[config.mk]
export PLATFORM = sky130hd
export DESIGN_NAME = led_mode_ctrl
export DESIGN_NICKNAME = d
export VERILOG_FILES = /design/src/rtl/led_mode_ctrl.sv
export SDC_FILE = /design/constraint.sdc
export NUM_CORES = 1
export LEC_CHECK = 0
export BUFFER_PORTS_ARGS = -buffer_cell sky130_fd_sc_hd__buf_2
export CAP_MARGIN = 20
export CORE_ASPECT_RATIO = 1.5
export CORE_UTILIZATION = 43
export DETAILED_ROUTE_END_ITERATION = 10
export GPL_ROUTABILITY_DRIVEN = 0
export GPL_TIMING_DRIVEN = 0
export HOLD_SLACK_MARGIN = 0.1
export PLACE_DENSITY = 0.58
export SLEW_MARGIN = 30
export SYNTH_ARGS = -nofsm -noshare
export SYNTH_HDL_FRONTEND = slang
export SYNTH_SLANG_ARGS = --single-unit
[constraint.sdc]
create_clock -name clk -period 4.32 [get_ports clk]
set_clock_uncertainty 0.05 [all_clocks]
set_input_delay 0.216 -clock clk [delete_from_list [all_inputs] [get_ports clk]]
set_output_delay 0.216 -clock clk [all_outputs]
set_load 0.01 [all_outputs]
[src/rtl/led_mode_ctrl.sv]
// led_mode_ctrl: key debouncing, mode FSM with reset handshake and sleep timeout,
// and a mode-qualified light-pen write enable for the display RAM.
module led_mode_ctrl #(
  parameter logic [31:0] DEBOUNCE_CYCLES = 32'd1_000_000,
  parameter logic [31:0] SLEEP_CYCLES    = 32'd500_000_000,
  parameter logic [31:0] RST_TIMEOUT     = 32'd300_000_000
) (
  input  logic       clk,
  input  logic       rst_n,
  input  logic       key_rst,
  input  logic       key_stop,
  input  logic       key_mode,
  input  logic       pen_raw,
  input  logic       rst_ok,
  output logic [2:0] state,
  output logic       pen_we,
  output logic       rst_fault
);
  // Encoding follows the st_state.v macro values 0..7 in this order.
  typedef enum logic [2:0] {RST, LIGHT, DRAW, ERASE, COLOR, WRITE, STOP, SLEEP} mode_t;
  mode_t cur, nxt, last, last_nxt;
  logic [3:0] s1, s2;
  logic [2:0] acc, acc_d, press;
  logic [31:0] cnt [3];
  logic [31:0] tmr, tmr_nxt, idle, idle_nxt;
  logic fault_nxt, active, pen_s;
  // Bit order of the synchronizers: {pen, mode, stop, rst}.
  always_ff @(posedge clk or negedge rst_n)
    if (!rst_n) begin
      s1 <= '0;
      s2 <= '0;
      acc <= '0;
      acc_d <= '0;
      for (int i = 0; i < 3; i++) cnt[i] <= '0;
    end else begin
      s1 <= {pen_raw, key_mode, key_stop, key_rst};
      s2 <= s1;
      acc_d <= acc;
      for (int i = 0; i < 3; i++)
        if (s2[i] == acc[i]) cnt[i] <= '0;
        else if (cnt[i] == DEBOUNCE_CYCLES - 32'd1) begin
          cnt[i] <= '0;
          acc[i] <= s2[i];
        end else cnt[i] <= cnt[i] + 32'd1;
    end
  assign press = acc & ~acc_d;
  assign pen_s = s2[3];
  assign active = cur >= LIGHT && cur <= WRITE;
  always_comb begin
    nxt = cur;
    last_nxt = last;
    tmr_nxt = '0;
    fault_nxt = rst_fault;
    idle_nxt = (active && press == 3'b0 && !pen_s && idle != SLEEP_CYCLES - 32'd1) ? idle + 32'd1 : '0;
    if (press[0]) begin
      nxt = RST;
      fault_nxt = 1'b0;
    end else if (cur == RST) begin
      if (rst_ok || tmr == RST_TIMEOUT - 32'd1) begin
        nxt = LIGHT;
        last_nxt = LIGHT;
        fault_nxt = rst_fault | !rst_ok;
      end else tmr_nxt = tmr + 32'd1;
    end else if (press[1]) nxt = (cur == STOP) ? last : STOP;
    else if (press[2]) begin
      if (active) begin
        nxt = (cur == WRITE) ? LIGHT : mode_t'(cur + 3'd1);
        last_nxt = nxt;
      end else if (cur == SLEEP) nxt = last;
    end else if (cur == SLEEP && pen_s) nxt = last;
    else if (active && !pen_s && idle == SLEEP_CYCLES - 32'd1) nxt = SLEEP;
  end
  always_ff @(posedge clk or negedge rst_n)
    if (!rst_n) begin
      cur <= RST;
      last <= LIGHT;
      tmr <= '0;
      idle <= '0;
      rst_fault <= 1'b0;
      pen_we <= 1'b0;
    end else begin
      cur <= nxt;
      last <= last_nxt;
      tmr <= tmr_nxt;
      idle <= idle_nxt;
      rst_fault <= fault_nxt;
      pen_we <= pen_s && active;
    end
  assign state = cur;
endmodule

## Word-level counts from Yosys, hierarchy flattened

Cells that the tools add are included.

- Latch bits: 0
- Memories kept: 0
- Input bits: 7
- Output and inout bits: 5
- RAM bits: 0
- Bits in registers: 182
- Word-level logic and storage cells: 98
- Bits in read-only memories: 0

- $lt $le $gt $ge: 2
- Bitwise logic cells: 7
- Multipliers: 0
- Reductions and logical operators: 24
- Divide/modulo/power cells: 0
- Shifts and indexed selects: 0
- Add/sub/neg operators: 6
- Eq/ne operators: 16
- Multiplexer cells: 28

Operators with widths:

| cell | count |
|---|---|
| 2-to-1 mux 32 bit | 10 |
| adder 32 x 1 -> 32 bit, second input constant | 5 |
| == test 32 x 20 -> 1 bit, second input constant | 3 |
| == test 32 x 29 -> 1 bit, second input constant | 2 |
| 2-to-1 mux 3 bit | 15 |
| != test 32 x 29 -> 1 bit, second input constant | 1 |
| == test 3 bit, second input constant | 3 |
| logical AND 1 bit | 8 |
| AND reduction 2 bit | 4 |
| nonzero test 2 bit | 4 |
| zero test 3 bit | 2 |
| != test 6 x 3 -> 1 bit, second input constant | 1 |
| nonzero test 6 bit | 1 |
| AND reduction 5 bit | 1 |
| != test 2 x 1 -> 1 bit, second input constant | 2 |
| inverter 1 bit | 4 |
| adder 3 x 1 -> 3 bit, second input constant | 1 |
| bitwise AND 3 bit | 1 |
| == test 1 bit | 3 |
| >= comparator 3 x 1 -> 1 bit, second input constant | 1 |
| less-or-equal comparator 3 bit, second input constant | 1 |
| 2-to-1 mux 1 bit | 3 |
| != test 3 x 2 -> 1 bit, second input constant | 1 |
| inverter 3 bit | 1 |
| 4 further kinds | 5 |

## Logic depth before layout (Yosys ltp)

Gate-level depths: netlist of run 1.

- Depth after elaboration: 10
- Depth in mapped cells: 9
- Mapped depth without buffers: 7

## Worst setup path before layout of run 1

OpenSTA, ideal clock, no wires.

- Kind: flip-flop to flip-flop
- Start: register cur[2], in the netlist state[2]
- End: register cur[0], in the netlist state[0]
- Library setup time: 0.125 ns
- Slack: 2.055 ns
- Arrival time: 2.090 ns
- Clock period less this slack: 2.265 ns
- Data required time: 4.145 ns
- Buffers on the path: 3
- Cell stages (with the launch flop): 8
- Cell sequence: dfrtp_1 -> buf_2 -> or3_1 -> buf_2 -> or4_1 -> buf_2 -> and3_4 -> mux2_2

- Longest elaborated chain between the ends: 7
- Elaborated cells on any way between the ends: 22
- Classes of those cells: 2 x order compare; 5 x eq/ne; 8 x mux; 7 x reduce/logical

RTL lines:

| element | RTL line | source |
|---|---|---|
| from (decl) | 21 | `mode_t cur, nxt, last, last_nxt;` |
| from (signal assigned) | 82 | `cur <= nxt;` |
| >= comparator 3 x 1 -> 1 bit, or another cell as far along | 48 | `assign active = cur >= LIGHT && cur <= WRITE;` |
| logical AND 1 bit, or another cell as far along | 48 |  |
| 2-to-1 mux 3 bit, on equally long branches | 66, 70 |  |
| 2-to-1 mux 3 bit | 65 | `else if (press[2]) begin` |
| 2-to-1 mux 3 bit | 64 | `end else if (press[1]) nxt = (cur == STOP) ? last : STOP;` |
| 2-to-1 mux 3 bit | 58 | `end else if (cur == RST) begin` |
| 2-to-1 mux 3 bit | 55 | `if (press[0]) begin` |

Several ways; a longest one is shown, not always the timed one.
A chain may end at the register's enable or synchronous reset.

## Worst setup path in the final report of run 1

- Start: register tmr[15]
- End: register cur[0], in the netlist state[0]

- Longest elaborated chain between the ends: 4

RTL lines:

| element | RTL line | source |
|---|---|---|
| from (decl) | 25 | `logic [31:0] tmr, tmr_nxt, idle, idle_nxt;` |
| from (signal assigned) | 84 | `tmr <= tmr_nxt;` |
| == test 32 x 29 -> 1 bit | 59 | `if (rst_ok \|\| tmr == RST_TIMEOUT - 32'd1) begin` |
| logical OR 1 bit | 59 |  |
| != test 3 x 2 -> 1 bit (no source line) | -- |  |
| AND reduction 3 bit (no source line) | -- |  |

No other way between the ends.

==> run_results.csv, run 1 <==
group,metric,value,unit
drt,dr.pass1.iters,5,
pwr,p_total,3.27,mW
setup_path,worstSetupEndpointType,"flip-flop",
die,placeableCoreArea,0.0199,mm2
grt,grt_overflow_total,0,
place,place_ws,1.81,ns
setup_path,crit_family,"simple AND/OR/NAND/NOR gates",
layout,fin_util,49.6,%
worst_hold_path,min_path_type,"primary input to asynchronous set/reset pin",
job,max_cap_viol_count,0,
drt,routedWlPerCell,14.1,um
sta,fin_crit_sh,57.9,%
drt,vias,6410,
setup_path,crit_path_max_fanout,7,
grt,antenna_found_initial,0,
die,die_h,178,um
yosys,avgSynthCellArea,9.67,um2
clocking,clk_path_buf_depth,2,
sta,rsz0062_at_grt,"no",
place,dp_cells,1187,
sta,holdWs,0.191,ns
drt,drtIter0Drc,237,
yosys,seq_area_frac_synth,51.5,%
clocking,cts_tree,"done",
layout,postLayoutCellArea,0.00989,mm2
sta,slew_violations,0,
die,start_util,44.3,%
pwr,power.density,331,mW/mm2
layout,n_antenna_cell,0,
drt,wl,17.2,mm
place,port_buffers,11,
sta,setup_tns,0,ns
layout,area_growth,11.8,%
drt,drtAntennaViolNets,0,
clocking,ctsResizeCount,0,
yosys,yosys_warnings,0,
sta,layout_setup_ws,1.82,ns
layout,drive_above_1_share,6.56,%
setup_path,worstSetupPathType,"flip-flop to flip-flop",
sta,worst_slew_pin_slew,0.879,ns
clocking,clock_latency,0.43,ns
yosys,synthDistinctLibCells,48,
die,die_w,119,um
grt,grt_pass1_vias,6407,
setup_path,worst-path-buf-inv,1,
setup_path,critPathMaxStageDelay,0.52,ns
yosys,syn_nets,927,
grt,grt.total_usage,17.5,%
clocking,cts_buffers,17,
sta,hold_viol_final,0,
layout,final_cells,1221,
die,dieArea,0.0211,mm2
yosys,syn_area,0.00884,mm2
yosys,synth_seq_cells,182,
clocking,htreeDepth,4,
pwr,p_leak,4.14,nW
yosys,synth_cells,914,
clocking,root_buffer,"clkbuf_16",
drt,drc,0,
setup_path,cp_cell_sequence,"nand4_1, or4_4, nor4_4, or4_1, buf_2, and3_4, mux2_2",
setup_path,crit_slowest_cell,"or4_4",
sta,period_minus_slack,2.50,ns
die,io_pins,12,
grt,grt_pass1_wl,29.7,mm
layout,finalNetCount,965,
place,hpwlAfterDp,11.9,mm
outcome,status,"finished, final reports clean",
sta,finalSetupViolations,0,
pwr,vdd_drop_max,0.265,mV
setup_path,worstPathRequired,4.58,ns
sta,timing.slew.headroom,40.9,%
die,fp-row-count,63,
layout,fillers,1898,
clocking,clk_pin_slew,0.06,ns
grt,grt_max_degree,86,
clocking,clock_sinks,182,
drt,via_per_inst,5.25,
setup_path,start_kind,"flip-flop",
sta,clock.fmax,0.400,GHz
setup_path,arrival,2.76,ns
place,place_area,0.00929,mm2
-- synthesized netlist by cell type, drive strengths merged --
| cell type | n | area share, % |
|---|---|---|
| nor2 | 194 | 8.2 |
| dfrtp | 181 | 51 |
| xor2 | 92 | 9.1 |
| nand3 | 60 | 3.4 |
| nand2 | 59 | 2.5 |
| xnor2 | 57 | 5.6 |
| nand4 | 52 | 3.7 |
| and3 | 27 | 2.0 |
| clkbuf | 25 | 1.1 |
| nor3 | 19 | 1.2 |
| and4 | 18 | 1.8 |
| inv | 18 | 0.76 |
| nor4 | 18 | 1.4 |
| a21oi | 12 | 0.68 |
| o21ai | 10 | 0.57 |
| or3 | 9 | 0.71 |
| buf | 8 | 0.44 |
| ha | 6 | 0.85 |
| mux2 | 6 | 0.81 |
| nand2b | 6 | 0.42 |
| nor4b | 6 | 0.67 |
| and2 | 5 | 0.35 |
| nor2b | 5 | 0.35 |
| or4 | 5 | 0.47 |
| a22o | 2 | 0.21 |
| nor3b | 2 | 0.17 |
| or2 | 2 | 0.14 |
| a2111oi | 1 | 0.099 |
| a211oi | 1 | 0.085 |
| a22oi | 1 | 0.085 |
| dfstp | 1 | 0.30 |
| mux2i | 1 | 0.11 |
| nand4b | 1 | 0.099 |
| o221ai | 1 | 0.099 |
| o22ai | 1 | 0.071 |
| o31ai | 1 | 0.085 |
| o32ai | 1 | 0.099 |
-- per-layer routing --
layer  vias to the layer above  global-route usage [%]  share of wire [%]
met5                         -                       0                  0
met1                      3133                    20.4                 44
li1                       3178                       -                  -
met2                        77                    30.8                 51
met4                         0                    6.96                1.8
met3                        22                    4.18                3.0
-- worst paths after layout --
kind	slack, ns	cells after the start	to	startpoint
worst max-delay path	1.82	7	state[0]$_DFFE_PN0P_	tmr[15]$_DFF_PN0_
worst min-delay path	0.19	2	cnt[14]$_DFF_PN0_	rst_n
worst max register to register	1.82	7	state[0]$_DFFE_PN0P_	tmr[15]$_DFF_PN0_
worst min register to register	0.30	0	s2[0]$_DFF_PN0_	s1[0]$_DFF_PN0_
max in group asynchronous	3.30	3	last[0]$_DFFE_PN1P_	rst_n
min in group clk	0.30	0	s2[0]$_DFF_PN0_	s1[0]$_DFF_PN0_
-- final cells by class --
type,instances,area [um2],area share [%]
flip-flops and latches,182,4560,46.1
multi-input cells,681,4090,41.3
clock buffers,25,495,5.01
well taps,260,325,3.29
repair buffers,19,180,1.82
plain buffers,33,133,1.34
inverters,18,67.6,0.683
clock inverters,3,45.0,0.456
-- where the power goes --
part	switching, mW	internal (mW)	leakage [nW]	total [mW]
Combinational	0.0632	0.0252	1.38	0.0885
Sequential	0.0115	1.72	2.50	1.73
Clock	0.610	0.842	0.257	1.45
-- cell families after synthesis --
family	share of synthesized area, %
mux	0.920
simple gates	27.6
compound gates	2.08
flops	51.5
xor+xnor	14.8
buf+inv	2.26
fa+ha+maj	0.849
-- registers in the layout, indices dropped and copies added, names as in the netlist --
name / cells
idle: 32
tmr: 32
acc: 3
rst_fault: 1
acc_d: 3
pen_we: 1
s1: 4
state: 3
cnt: 96
last: 3
s2: 4
-- cells in the final DEF, fill, tap and decap left out, drive strengths merged, types with 2 or more instances in the layout --
master and count:
or3 9, dlygate4sd3 6, nor2b 5, nor3b 2, clkinvlp 2, buf 21, or2 2, and4 18
and2 5, nor3 19, nor4b 6, nor4 18, ha 6, mux2 6, clkbuf 50, xnor2 57
xor2 92, nand2 59, nand2b 6, a22o 2, nor2 194, nand4 52, and3 27, or4 5
o21ai 10, dfrtp 181, a21oi 12, nand3 60, inv 18
-- what timing repair did --
item / 4_1_cts / 5_1_grt
hold buffers: 6 / 0
setup buffers: 0 / 0
endpoints found under the hold margin: 186 / 0
endpoints found under the setup margin: 0 / 0
Note: power is estimated with default switching activity, not from simulation.
==> run 2, diff against run 1 <==
--- a/config.mk
+++ b/config.mk
@@ -5,6 +5,7 @@
 export SDC_FILE = /design/constraint.sdc
 export NUM_CORES = 1
 export LEC_CHECK = 0
+export ABC_AREA = 1
 export BUFFER_PORTS_ARGS = -buffer_cell sky130_fd_sc_hd__buf_2
 export CAP_MARGIN = 20
 export CORE_ASPECT_RATIO = 1.5
==> constraint.sdc (replaced) <==
create_clock -name clk -period 2.4 [get_ports clk]
set_clock_uncertainty 0.05 [all_clocks]
set_input_delay 0.12 -clock clk [delete_from_list [all_inputs] [get_ports clk]]
set_output_delay 0.12 -clock clk [all_outputs]
set_load 0.01 [all_outputs]
==> run_results.csv, run 2 <==
group,metric,value,unit
outcome,status,"finished, final reports clean",
worst_hold_path,min_path_type,"primary input to asynchronous set/reset pin",
layout,area_growth,11.1,%
setup_path,cp_cell_sequence,"ha_1, nand3_4, inv_1, nand2_2, nor2_2, nand2_1, nand3_2, buf_4, nor2_1",
layout,finalNetCount,1439,
layout,most-common-layout-cells,"nand2_1, nor2_1, dfrtp_1",
yosys,syn_nets,1400,
sta,layout_setup_ws,0.378,ns
pwr,p_switching,1.89,mW
setup_path,start_kind,"flip-flop",
setup_path,reg2reg_depth,9,
sta,clock.fmax,0.494,GHz
clocking,clock_latency,0.44,ns
clocking,post_cts.repair.setup_buffers,0,
sta,hold_viol_final,0,
grt,grt_overflow_total,0,
yosys,syn_area,0.0104,mm2
layout,largest_reg_flops,96,
grt,grt_pass1_vias,8807,
pwr,clkPwrFrac,39.6,%
clocking,ctsResizeCount,0,
sta,fin_crit_sh,84.3,%
drt,dr.pass1.iters,5,
drt,via_per_inst,4.96,
pwr,seqPwrFrac,48.2,%
die,io_pins,12,
place,port_buffers,11,
yosys,synth_seq_cells,182,
sta,finalSetupViolations,0,
clocking,clk_pin_slew,0.07,ns
layout,n_antenna_cell,0,
clocking,hold_buffers,7,
yosys,synthDistinctLibCells,38,
die,die_w,129,um
place,place_ws,0.390,ns
layout,layout_commonest_cell,"nand2_1",
clocking,clk_path_buf_depth,2,
die,fp-row-count,69,
yosys,synthTopCellsByArea,"dfrtp_1, nand2_1, nor2_1, xor2_1, inv_1",
clocking,clock_sinks,182,
die,dieArea,0.0249,mm2
setup_path,critPathMaxStageDelay,0.50,ns
drt,wl,24.5,mm
drt,drtAntennaViolNets,0,
drt,routedWlPerCell,14.0,um
pwr,combPwrFrac,12.1,%
layout,top_regs,"cnt (96), idle (32), tmr (32)",
yosys,yosys.area.top_type,"dfrtp_1",
setup_path,crit_path_max_fanout,10,
sta,worst_slew_pin_slew,0.502,ns
clocking,cts_buffers,17,
yosys,netlist_top_cells_count,"nand2_1, nor2_1, dfrtp_1, inv_1, nor3_1",
grt,grt_pass1_wl,41.7,mm
setup_path,crit_slowest_cell,"dfrtp_1",
yosys,synth_top_area_share,43.4,%
pwr,p_leak,4.68,nW
yosys,synth_edf_count,0,
setup_path,worstPathRequired,2.67,ns
yosys,synth_most_common_cell,"nand2_1",
pwr,power.density,587,mW/mm2
drt,vias,8705,
sta,rsz0062_at_grt,"no",
die,die_h,193,um
layout,regMostFlops,"cnt",
drt,drc,0,
pwr,vdd_drop_max,0.558,mV
clocking,htreeDepth,4,
yosys,yosys_warnings,0,
yosys,avgSynthCellArea,7.52,um2
place,hpwlAfterDp,18.9,mm
pwr,power.internal,4.91,mW
yosys,synth_cells,1387,
clocking,root_buffer,"clkbuf_16",
yosys,seq_area_frac_synth,43.7,%
sta,timing.slew.headroom,66.3,%
setup_path,worstSetupEndpointType,"flip-flop",
grt,antenna_found_initial,0,
setup_path,worstSetupPathType,"flip-flop to flip-flop",
sta,slew_violations,0,
pwr,p_sw_share,27.8,%
grt,grt.total_usage,21.6,%
clocking,cts_tree,"done",
setup_path,arrival,2.30,ns
die,placeableCoreArea,0.0237,mm2
yosys,synth_ff_type,"dfrtp_1",
drt,drtIter0Drc,380,
die,start_util,43.9,%
sta,period_minus_slack,2.02,ns
yosys,synthArstFlopShare,100,%
job,max_cap_viol_count,0,
layout,drive_above_1_share,8.63,%
grt,grt_max_degree,88,
layout,fin_util,48.8,%
run 2: final cells by class:
class | instances | area, um2
fill | 2349 | 12200
clock inverter | 11 | 103
tap | 319 | 399
timing repair buffer | 20 | 200
inverter | 144 | 541
buffer | 11 | 57.6
multi-input combinational | 1050 | 5280
clock buffer | 19 | 453
sequential | 182 | 4560
run 2: kinds of logic after synthesis:
group,after synthesis,share of synthesized area (%)
AND/OR/NAND/NOR,899,38.8
flip-flops,182,43.7
buffers and inverters,155,5.73
XOR/XNOR,111,9.32
AO/OA/AOI/OAI,34,1.75
adder cells (fa/ha/maj),6,0.720
run 2: path summary, 6_finish.rpt:
| kind | from | endpoint | slack, ns |
|---|---|---|---|
| max reg2reg | idle[0]$_DFF_PN0_ | idle[9]$_DFF_PN0_ | 0.38 |
| min | rst_n | idle[15]$_DFF_PN0_ | 0.19 |
| max in group asynchronous | rst_n | cnt[21]$_DFF_PN0_ | 1.68 |
| max | idle[0]$_DFF_PN0_ | idle[9]$_DFF_PN0_ | 0.38 |
| min in group clk | pen_raw | s1[3]$_DFF_PN0_ | 0.27 |
| min reg2reg | s1[1]$_DFF_PN0_ | s2[1]$_DFF_PN0_ | 0.29 |
run 2: worst max-delay path, delay by kind of cell (launching register included):
kind | cells | cell delay (ns)
flip-flops | 1 | 0.50
buffers and inverters | 2 | 0.32
AND/OR/NAND/NOR | 6 | 0.72
adder cells (fa/ha/maj) | 1 | 0.32
run 2: metal layers:
layer | GRT usage, % | share of wire (%)
met4 | 10.8 | 3.7
met3 | 3.13 | 2.3
met5 | 0 | 0
met1 | 23.3 | 40
met2 | 40.4 | 54
run 2: metrics by stage:
step | power (mW) | TNS [ns] | cell area (um2) | hold WS, ns | cells
floorplan | 3.87 | 0 | 10400 | -0.226 | 1387
global placement | 4.14 | -331.32 | 10900 | 0.180 | 1717
detailed placement | 4.17 | 0 | 10900 | -0.0567 | 1719
CTS | 6.90 | 0 | 11600 | 0.180 | 1756
global route | 7.15 | 0 | 11600 | 0.191 | 1756
finish | 6.80 | 0 | 11600 | 0.186 | 1756
run 2: power groups by stage:
stage / Clock, mW / Combinational, mW / Sequential [mW]
floorplan: 0 / 0.541 / 3.33
global placement: 0 / 0.804 / 3.34
detailed placement: 0 / 0.828 / 3.34
CTS: 2.78 / 0.841 / 3.28
global route: 2.90 / 0.948 / 3.30
finish: 2.70 / 0.825 / 3.28
